$ cat src/rtl/uart_pkg.sv
// Shared definitions for the UART transmit arbiter slice:
// FSM state encodings and the default payload width.
package uart_pkg;

  // Arbiter FSM states; START and WAIT differ in one bit so WAIT is reached
  // from START by setting the upper bit only.
  typedef enum logic [1:0] {
    ST_IDLE  = 2'b00,
    ST_START = 2'b01,
    ST_WAIT  = 2'b11
  } arb_state_e;

  // Default number of bits carried per byte transfer.
  localparam int unsigned UART_PAYLOAD_BITS = 8;

endpackage

$ cat src/rtl/uart_rr_pick.sv
// Round-robin picker: starting at the pointer and wrapping past the top
// index, finds the first valid requester. Purely combinational.
module uart_rr_pick
  import uart_pkg::*;
#(
  parameter int unsigned Param_NumReq  = 4,
  parameter int unsigned Param_IdxBits = $clog2(Param_NumReq)
) (
  input  logic [Param_NumReq-1:0]  valid_i,
  input  logic [Param_IdxBits-1:0] ptr_i,
  output logic [Param_NumReq-1:0]  grant_o,
  output logic [Param_IdxBits-1:0] idx_o,
  output logic                     any_o
);

  logic [Param_IdxBits-1:0] sel;
  int unsigned              pos;

  // Scan positions ptr, ptr+1, ... (mod NumReq) and latch the first valid one
  always_comb begin
    grant_o = '0;
    idx_o   = '0;
    any_o   = 1'b0;
    sel     = '0;
    pos     = 0;
    for (int unsigned k = 0; k < Param_NumReq; k++) begin
      pos = 32'(ptr_i) + k;
      if (pos >= Param_NumReq) begin
        pos = pos - Param_NumReq;
      end
      sel = Param_IdxBits'(pos);
      if (!any_o && valid_i[sel]) begin
        any_o        = 1'b1;
        idx_o        = sel;
        grant_o[sel] = 1'b1;
      end
    end
  end

endmodule

$ cat src/rtl/uart_tx_arbiter.sv
// Round-robin arbiter that lets several byte requesters share one UART
// transmitter. A grant captures the winner's byte, fires a one-cycle start
// pulse, then waits for the transmitter's done pulse under a watchdog.
// Optional grant locking is enabled by defining UART_TX_ARB_LOCK_EN; the
// default build is pure round-robin and leaves IO_ReqLock_I unused.
module uart_tx_arbiter
  import uart_pkg::*;
#(
  parameter int unsigned Param_NumReq        = 4,
  parameter int unsigned Param_PayloadBits   = UART_PAYLOAD_BITS,
  parameter int unsigned Param_TimeoutCycles = 4096
) (
  input  logic                                      IO_Clk_I,
  input  logic                                      IO_Rst_I,
  input  logic [Param_NumReq-1:0]                   IO_ReqValid_I,
  input  logic [Param_NumReq*Param_PayloadBits-1:0] IO_ReqData_I,
  input  logic [Param_NumReq-1:0]                   IO_ReqLock_I,
  output logic [Param_NumReq-1:0]                   IO_ReqReady_O,
  output logic                                      IO_TxStart_O,
  output logic [Param_PayloadBits-1:0]              IO_TxData_O,
  input  logic                                      IO_TxBusy_I,
  input  logic                                      IO_TxDone_I,
  output logic [$clog2(Param_NumReq)-1:0]           IO_GrantId_O,
  output logic                                      IO_Timeout_O
);

  localparam int unsigned IdxBits  = $clog2(Param_NumReq);
  localparam int unsigned WdogBits = $clog2(Param_TimeoutCycles) + 1;
  localparam logic [WdogBits-1:0] WdogLast = WdogBits'(Param_TimeoutCycles - 1);
  localparam logic [IdxBits-1:0]  LastIdx  = IdxBits'(Param_NumReq - 1);

  arb_state_e                 state_q, state_d;
  logic [IdxBits-1:0]         ptr_q, ptr_d;
  logic [IdxBits-1:0]         grantId_q, grantId_d;
  logic [Param_PayloadBits-1:0] txData_q, txData_d;
  logic [WdogBits-1:0]        wdog_q, wdog_d;
  logic                       timeout_q, timeout_d;

  logic [Param_NumReq-1:0]    pickGrant;
  logic [IdxBits-1:0]         pickIdx;
  logic                       pickAny;
  logic                       accept;
  logic [Param_PayloadBits-1:0] selData;
  logic [IdxBits-1:0]         ptrAdvance;
  logic [IdxBits-1:0]         leavePtr;
  logic                       lockHold;
  logic [WdogBits-1:0]        wdogNext;

  uart_rr_pick #(
    .Param_NumReq  (Param_NumReq),
    .Param_IdxBits (IdxBits)
  ) u_pick (
    .valid_i (IO_ReqValid_I),
    .ptr_i   (ptr_q),
    .grant_o (pickGrant),
    .idx_o   (pickIdx),
    .any_o   (pickAny)
  );

  // A byte is accepted only from IDLE while the transmitter is free
  assign accept        = (state_q == ST_IDLE) && !IO_TxBusy_I && pickAny;
  assign IO_ReqReady_O = accept ? pickGrant : '0;

`ifdef UART_TX_ARB_LOCK_EN
  // A locked requester keeps the pointer on itself so it wins again
  assign lockHold = IO_ReqLock_I[grantId_q];
`else
  logic unusedLock;
  assign lockHold   = 1'b0;
  assign unusedLock = ^IO_ReqLock_I;
`endif

  assign ptrAdvance = (grantId_q == LastIdx) ? '0 : grantId_q + IdxBits'(1);
  assign leavePtr   = lockHold ? grantId_q : ptrAdvance;

  // Mux the winning requester's byte out of the packed data bus
  always_comb begin
    selData = '0;
    for (int unsigned i = 0; i < Param_NumReq; i++) begin
      if (pickGrant[i]) begin
        selData = IO_ReqData_I[i*Param_PayloadBits +: Param_PayloadBits];
      end
    end
  end

  // Next-state logic: grant in IDLE, one start cycle, then watch for done
  always_comb begin
    state_d   = state_q;
    ptr_d     = ptr_q;
    grantId_d = grantId_q;
    txData_d  = txData_q;
    wdog_d    = wdog_q;
    timeout_d = 1'b0;
    wdogNext  = wdog_q + WdogBits'(1);
    unique case (state_q)
      ST_IDLE: begin
        if (accept) begin
          grantId_d = pickIdx;
          txData_d  = selData;
          state_d   = ST_START;
        end
      end
      ST_START: begin
        wdog_d  = '0;
        state_d = ST_WAIT;
      end
      ST_WAIT: begin
        wdog_d = wdogNext;
        if (IO_TxDone_I) begin
          state_d = ST_IDLE;
          ptr_d   = leavePtr;
        end else if (wdogNext == WdogLast) begin
          state_d   = ST_IDLE;
          ptr_d     = leavePtr;
          timeout_d = 1'b1;
        end
      end
      default: begin
        state_d = ST_IDLE;
      end
    endcase
  end

  // State and datapath registers; reset aborts any transfer in flight
  always_ff @(posedge IO_Clk_I or negedge IO_Rst_I) begin
    if (!IO_Rst_I) begin
      state_q   <= ST_IDLE;
      ptr_q     <= '0;
      grantId_q <= '0;
      txData_q  <= '0;
      wdog_q    <= '0;
      timeout_q <= 1'b0;
    end else begin
      state_q   <= state_d;
      ptr_q     <= ptr_d;
      grantId_q <= grantId_d;
      txData_q  <= txData_d;
      wdog_q    <= wdog_d;
      timeout_q <= timeout_d;
    end
  end

  assign IO_TxStart_O = (state_q == ST_START);
  assign IO_TxData_O  = txData_q;
  assign IO_GrantId_O = grantId_q;
  assign IO_Timeout_O = timeout_q;

endmodule

$ cat config.mk
export PLATFORM = sky130hd
export DESIGN_NAME = uart_tx_arbiter
export DESIGN_NICKNAME = d
export VERILOG_FILES = /design/src/rtl/uart_pkg.sv /design/src/rtl/uart_rr_pick.sv /design/src/rtl/uart_tx_arbiter.sv
export SDC_FILE = /design/constraint.sdc
export NUM_CORES = 1
export LEC_CHECK = 0
export BUFFER_PORTS_ARGS = -buffer_cell sky130_fd_sc_hd__buf_2
export CORE_ASPECT_RATIO = 1.4
export CORE_MARGIN = 2
export CORE_UTILIZATION = 35
export CTS_CLUSTER_SIZE = 30
export DETAILED_ROUTE_END_ITERATION = 10
export PLACE_DENSITY_LB_ADDON = 0.15
export SLEW_MARGIN = 20
export SYNTH_ARGS = -nofsm -noshare
export SYNTH_HDL_FRONTEND = slang
export SYNTH_SLANG_ARGS = --single-unit
$ cat constraint.sdc
create_clock -name IO_Clk_I -period 6.4 [get_ports IO_Clk_I]
set_clock_uncertainty 0.2 [all_clocks]
set_input_delay 0 -clock IO_Clk_I [delete_from_list [all_inputs] [get_ports IO_Clk_I]]
set_output_delay 0 -clock IO_Clk_I [all_outputs]
set_load 0.02 [all_outputs]
==> flow_metrics.py, run 1 <==
metrics = {
    "routing": {
        "route.detailed.drc": 0,
        "wl_per_cell_um": 14.6,
        "vias": 2136,
        "dr.first_iter.drc_count": 138,
        "drt_pre_antenna_iters": 4,
        "routed_wl_um": 5690,
        "final_antenna_net_count": 0,
        "via_per_inst": 5.48,
    },
    "die": {
        "starting_density_of_the_core_pct": 35.8,
        "die_h_um": 97.7,
        "dieArea_um2": 6930,
        "rows": 34,
        "top_level_ports": 60,
        "die_width_um": 70.9,
        "placeableCoreArea_um2": 6130,
    },
    "grt": {
        "grt_pass1_wl_um": 9830,
        "antenna_found_initial": 0,
        "largest_net_degree_at_the_start_of_global_routing": 29,
        "grt_pass1_vias": 2102,
        "grt.overflow.total": 0,
        "grt_usage_pct": 17.2,
    },
    "synth": {
        "post-synth-top-area-fraction_pct": 31.9,
        "synth-warning-count": 0,
        "syn_inst": 252,
        "post_synthesis_sequential_element_count": 28,
        "synth.top_cells.by_count": "sky130_fd_sc_hd__nand2_1, sky130_fd_sc_hd__dfrtp_1, sky130_fd_sc_hd__nor2_1",
        "yosys-top-cells-area": "sky130_fd_sc_hd__dfrtp_1, sky130_fd_sc_hd__nand2_1, sky130_fd_sc_hd__ha_1",
        "synth_enable_flop_cells": 0,
        "synth.cell_area_um2": 2190,
        "synth-main-ff-cell": "sky130_fd_sc_hd__dfrtp_1",
        "netlist-cell-type-count": 47,
        "nets_in_the_synthesized_netlist": 306,
        "synthDominantAreaCellType": "sky130_fd_sc_hd__dfrtp_1",
        "post_synth.cell_area_avg_um2": 8.71,
        "yosys.cell_count.top_type": "sky130_fd_sc_hd__nand2_1",
        "synth_async_sr_flop_share_pct": 100,
        "ys_seq_area_share_pct": 31.9,
    },
    "place": {
        "place_inst": 366,
        "sum_of_net_half_perimeters_after_detailed_placement_um": 4090,
        "placement.io_buffers": 55,
        "place_congestion": 0.788,
    },
    "setup_path": {
        "regToRegStartpoint": "ptr_q[0]$_DFFE_PN0P_",
        "endpoint_kind": "flip-flop",
        "arrival_ps": 4110,
        "crit_fanout": 20,
        "crit_start": "ptr_q[0]$_DFFE_PN0P_",
        "endpoint_of_the_most_critical_setup_path": "IO_TxData_O[1]$_DFFE_PN0P_",
        "cp_cell_sequence": "inv_1 > ha_1 > mux2_2 > nor4b_1 > and4bb_1 > a21bo_1 > a311oi_1 > o31ai_1 > dlygate4sd3_1",
        "r2r_slack_ps": 2250,
        "slowest_cell_on_the_critical_path": "sky130_fd_sc_hd__dfrtp_1",
        "crit_type": "flip-flop to flip-flop",
        "reg2reg_depth": 9,
        "critical_path_required_ps": 6370,
        "start_kind": "flip-flop",
        "crit-reg2reg-capture": "IO_TxData_O[1]$_DFFE_PN0P_",
        "worst_path_largest_cell_delay_ps": 810,
    },
    "timing": {
        "max_slew_margin_pct": 48.2,
        "setup-violations-final": 0,
        "max_slew.worst_pin.slew_ps": 777,
        "peak_freq_mhz": 241,
        "report.final.hold_viol_count": 0,
        "rsz_0062_raised_after_global_routing": "no",
        "timing.final.max_slew_violations": 0,
        "totalNegativeSetupSlack_ps": 0,
        "finalCritPeriodShare_pct": 64.8,
        "min_period_ps": 4150,
    },
    "clock_tree": {
        "tritoncts_num_sinks": 28,
        "cts_root_buffer_type": "sky130_fd_sc_hd__clkbuf_8",
        "tritoncts": "built",
        "clk_path_buf_depth": 2,
        "clkSlewWorstSetupHoldPaths_ps": 100,
        "cts_buf_count": 3,
        "clock_latency_ps": 280,
        "h_tree_depth": 1,
        "resize_count_post_cts": 0,
    },
    "run": {
        "cap_viol_max_count": 0,
    },
    "final_layout": {
        "area_growth_pct": 25.1,
        "design.final.nets": 373,
        "drive_above_1_share_pct": 23.9,
        "antenna-diode-count": 0,
        "finish.cell_count_without_fillers": 390,
    },
    "power_and_ir_drop": {
        "static-leakage-power_nw": 1.24,
        "power.density_cell_area_nw_per_um2": 455,
        "ir_worst_vdd_mv": 0.215,
    },
    "hold_path": {
        "holdCritPathClass": "primary input to flip-flop",
    },
    "run_status": {
        "outcome": "finished, final reports clean",
    },
}
[per-stage QoR]
stage / utilization, % / hold slack, ps / total power, mW / worst slack, ps / cell area, um2
final: 44.8 / 43.9 / 1.25 / 2250 / 2750
after global routing: 44.8 / 49.5 / 1.37 / 1920 / 2750
after CTS: 44.8 / 36.9 / 1.26 / 2240 / 2750
after detailed placement: 40.7 / -135 / 1.08 / 2790 / 2490
after global placement: 40.7 / -135 / 1.08 / 2810 / 2490
after floorplan: - / -496 / 0.921 / 3460 / 2190
[repair_timing]
| action | 4_1_cts | 5_1_grt |
|---|---|---|
| hold buffers | 20 | 0 |
| buffers inserted | 0 | 0 |
| endpoints found under the setup margin | 0 | 0 |
| endpoints found under the hold margin | 40 | 0 |
[layer usage]
layer / global-route usage, % / part of all wire (%)
met4: 6.82 / 2.4
met5: 0 / 0
met2: 28.8 / 50
met3: 0.934 / 1.6
met1: 23.0 / 46
[critical path, delay by kind of cell, from the launching register on]
family,cells,cell delay [ps]
AND/OR/NAND/NOR,2,550
flip-flops,1,810
multiplexers,1,380
buffers and inverters,2,800
AO/OA/AOI/OAI,3,820
adder cells (fa/ha/maj),1,470
[final cells by class]
class                      instances  area [um2]
fill                             639        3380
inverter                          11        41.3
tap                               72        90.1
sequential                        28         701
clock buffer                       4        55.1
timing repair buffer              76         483
multi-input combinational        199        1380
[power by group]
group          internal, mW  switching (mW)  leakage [nW]
registers             0.225          0.0828         0.368
logic                 0.368           0.463         0.841
clock network        0.0552          0.0562        0.0288
total                 0.648           0.602          1.24
[placed cells by master, fill, tap and decap left out, drive strengths merged, types with 2 or more instances in the layout]
master        n
nor3          6
inv          11
nand3         8
a21oi        14
mux4          4
nor4b         3
nand2b        3
o31ai        14
dfrtp        28
ha           10
buf          56
nor2         20
o21a          3
dlygate4sd3  20
nor2b         3
mux2i         4
clkbuf        4
nand4         2
nor4          3
and2          3
a311oi        8
o22ai         2
a21bo         3
a22o          6
a31oi         2
mux2          5
a2bb2oi       8
a22oi         2
xor2          2
nand2        39
o21ai        13
[worst min path at each step]
| stage | start | endpoint | depth (start not counted) |
|---|---|---|---|
| after global placement | IO_Rst_I | wdog_q[4]$_DFFE_PN0P_ | 1 |
| after floorplan | IO_Rst_I | IO_GrantId_O[0]$_DFFE_PN0P_ | 0 |
| after detailed placement | IO_Rst_I | wdog_q[4]$_DFFE_PN0P_ | 1 |
| final | IO_TxBusy_I | IO_GrantId_O[0]$_DFFE_PN0P_ | 4 |
| after CTS | IO_TxBusy_I | IO_GrantId_O[0]$_DFFE_PN0P_ | 4 |
| after global routing | IO_TxBusy_I | IO_GrantId_O[0]$_DFFE_PN0P_ | 4 |
[registers in the layout (all words and copies together) (netlist names)]
register,cells
wdog_q,13
IO_TxData_O,8
IO_GrantId_O,2
ptr_q,2
state_q,2
IO_Timeout_O,1
[kinds of logic after synthesis]
group | after synthesis | share of synthesized area (%)
mux | 13 | 8.49
fa+ha+maj | 10 | 5.70
flops | 28 | 31.9
simple gates | 94 | 20.7
xor+xnor | 2 | 0.798
buf+inv | 25 | 5.64
compound gates | 80 | 26.7
Power figures use the tool's default switching activity.
==> run 2: changes to the inputs <==
Clock period 6.4 ns to 3.65 ns, I/O delays scaled along.
==> run 2 against run 1 <==
Sequential share of layout area down 0.85 points. Critical path type is now flip-flop to output port. Register-to-register slack worse by 1800 ps. Via count about the same. Total power up 71%. Worst hold slack worse by 16 ps. Design area up 3.5%. Non-clock buffer count up 10. Combinational power up 72%. Sequential power up 64%.
==> flow_metrics.py, run 2 (synthesis results as in run 1) <==
metrics = {
    "routing": {
        "dr.first_iter.drc_count": 104,
        "via_per_inst": 5.34,
        "vias": 2134,
        "routed_wl_um": 6040,
        "drt_pre_antenna_iters": 4,
        "final_antenna_net_count": 0,
        "wl_per_cell_um": 15.1,
        "route.detailed.drc": 0,
    },
    "power_and_ir_drop": {
        "power.density_cell_area_nw_per_um2": 751,
        "sw_frac_of_total_pct": 49.3,
        "ir_worst_vdd_mv": 0.413,
        "p_sw_mw": 1.05,
        "clock_power_share_pct": 9.5,
        "static-leakage-power_nw": 1.27,
        "design_internal_power_mw": 1.08,
        "power_mw": 2.13,
        "combinationalPowerShare_pct": 66.9,
        "sequentialPowerShare_pct": 23.6,
    },
    "final_layout": {
        "antenna-diode-count": 0,
        "layout_commonest_cell": "sky130_fd_sc_hd__buf_2",
        "design.final.nets": 383,
        "area_growth_pct": 29.5,
        "max_ffs_per_register": 13,
        "drive_above_1_share_pct": 23.8,
        "finalInstanceArea_um2": 2840,
        "regMostFlops": "wdog_q",
        "mostFrequentLayoutCells": "sky130_fd_sc_hd__buf_2, sky130_fd_sc_hd__nand2_1, sky130_fd_sc_hd__dfrtp_1, sky130_fd_sc_hd__dlygate4sd3_1, sky130_fd_sc_hd__nor2_1",
    },
    "timing": {
        "max_slew_margin_pct": 49.6,
        "finalCritPeriodShare_pct": 91.1,
        "peak_freq_mhz": 301,
        "max_slew.worst_pin.slew_ps": 756,
        "worst_hold_slack_ps": 28.3,
        "totalNegativeSetupSlack_ps": 0,
        "rsz_0062_raised_after_global_routing": "no",
        "timing.final.max_slew_violations": 0,
        "timing.final.ws_setup_ps": 324,
        "min_period_ps": 3330,
        "report.final.hold_viol_count": 0,
        "setup-violations-final": 0,
    },
    "grt": {
        "grt_pass1_vias": 2165,
        "grt.overflow.total": 0,
        "antenna_found_initial": 0,
        "largest_net_degree_at_the_start_of_global_routing": 29,
        "grt_usage_pct": 17.9,
        "grt_pass1_wl_um": 10100,
    },
    "setup_path": {
        "crit_type": "flip-flop to output port",
        "r2r_slack_ps": 440,
        "crit_fanout": 13,
        "slowest_cell_on_the_critical_path": "sky130_fd_sc_hd__dfrtp_1",
        "worst_path_largest_cell_delay_ps": 520,
        "crit-reg2reg-capture": "IO_TxData_O[3]$_DFFE_PN0P_",
        "critPathTopFamily": "simple AND/OR/NAND/NOR gates",
        "arrival_ps": 3130,
        "critical_path_required_ps": 3450,
        "cp.buffers_inverters": 2,
        "cp_cell_sequence": "inv_1 > ha_1 > mux4_2 > nor4_1 > or4_1 > nor2_1 > buf_2",
        "regToRegStartpoint": "ptr_q[0]$_DFFE_PN0P_",
        "start_kind": "flip-flop",
        "endpoint_kind": "output port",
        "reg2reg_depth": 8,
        "crit_start": "ptr_q[0]$_DFFE_PN0P_",
    },
    "hold_path": {
        "holdCritPathClass": "primary input to flip-flop",
        "holdCritStartpoint": "IO_TxBusy_I",
        "hold_path_end": "IO_GrantId_O[0]$_DFFE_PN0P_",
        "min_path_cells": 4,
    },
    "die": {
        "starting_density_of_the_core_pct": 35.8,
        "die_h_um": 97.7,
        "top_level_ports": 60,
        "dieArea_um2": 6930,
        "placeableCoreArea_um2": 6130,
        "rows": 34,
        "die_width_um": 70.9,
    },
    "place": {
        "placed_area_um2": 2510,
        "pre_cts_slack_ps": 431,
        "sum_of_net_half_perimeters_after_detailed_placement_um": 4250,
        "place_congestion": 0.788,
        "placement.io_buffers": 55,
    },
    "clock_tree": {
        "clkSlewWorstSetupHoldPaths_ps": 100,
        "h_tree_depth": 1,
        "tritoncts_num_sinks": 28,
        "tritoncts": "built",
        "resize_count_post_cts": 0,
        "cts_buf_count": 3,
        "clk_path_buf_depth": 2,
        "cts_root_buffer_type": "sky130_fd_sc_hd__clkbuf_8",
        "clock_latency_ps": 280,
    },
    "run_status": {
        "outcome": "finished, final reports clean",
    },
    "run": {
        "cap_viol_max_count": 0,
    },
}
-- run 2: cell count changes in the layout (fill, tap and decap cells not counted) --
cell / change
sky130_fd_sc_hd__buf_4: +2
sky130_fd_sc_hd__dlygate4sd3_1: +8
-- run 2: layout make-up --
type	instances	area [um2]
Sequential cell	28	701
Timing Repair Buffer	86	578
Clock buffer	4	55.1
Multi-Input combinational cell	199	1380
Inverter	11	41.3
Fill cell	629	3280
Tap cell	72	90.1
-- run 2: worst min-delay path, delay by kind of cell --
family,cells,cell delay (ps)
AND/OR/NAND/NOR,1,40
buffers and inverters,2,270
AO/OA/AOI/OAI,1,170
-- run 2: per-stage QoR --
stage,std cells,utilization (%)
final,400,46.4
after CTS,400,46.4
after global placement,368,40.9
after floorplan,252,-
after global routing,400,46.4
after detailed placement,368,40.9
-- run 2: timing repair --
action,in CTS,in global routing
endpoints found under the hold margin,40,0
setup buffers,0,0
hold buffers,28,0
-- run 2: how the worst max path moves through the flow --
stage	cells after the start	end
floorplan	11	IO_TxData_O[0]$_DFFE_PN0P_
global placement	8	IO_TxData_O[3]$_DFFE_PN0P_
detailed placement	8	IO_TxData_O[3]$_DFFE_PN0P_
CTS	7	IO_ReqReady_O[2]
global route	7	IO_ReqReady_O[2]
finish	7	IO_ReqReady_O[1]
-- run 2: routing by layer --
| metal | track usage, % | up-vias | wire length, um |
|---|---|---|---|
| li1 | - | 1090 | - |
| met1 | 22.6 | 1018 | 2720 |
| met2 | 32.6 | 21 | 3170 |
| met3 | 0.934 | 5 | 76 |
| met4 | 4.79 | 0 | 73 |
| met5 | 0 | - | 0 |
-- run 2: power by group through the flow --
stage / sequential (mW) / combinational [mW] / clock (mW)
floorplan: 0.518 / 1.10 / 0
global placement: 0.511 / 1.39 / 0
detailed placement: 0.512 / 1.40 / 0
CTS: 0.506 / 1.43 / 0.206
global route: 0.524 / 1.60 / 0.218
finish: 0.504 / 1.43 / 0.203
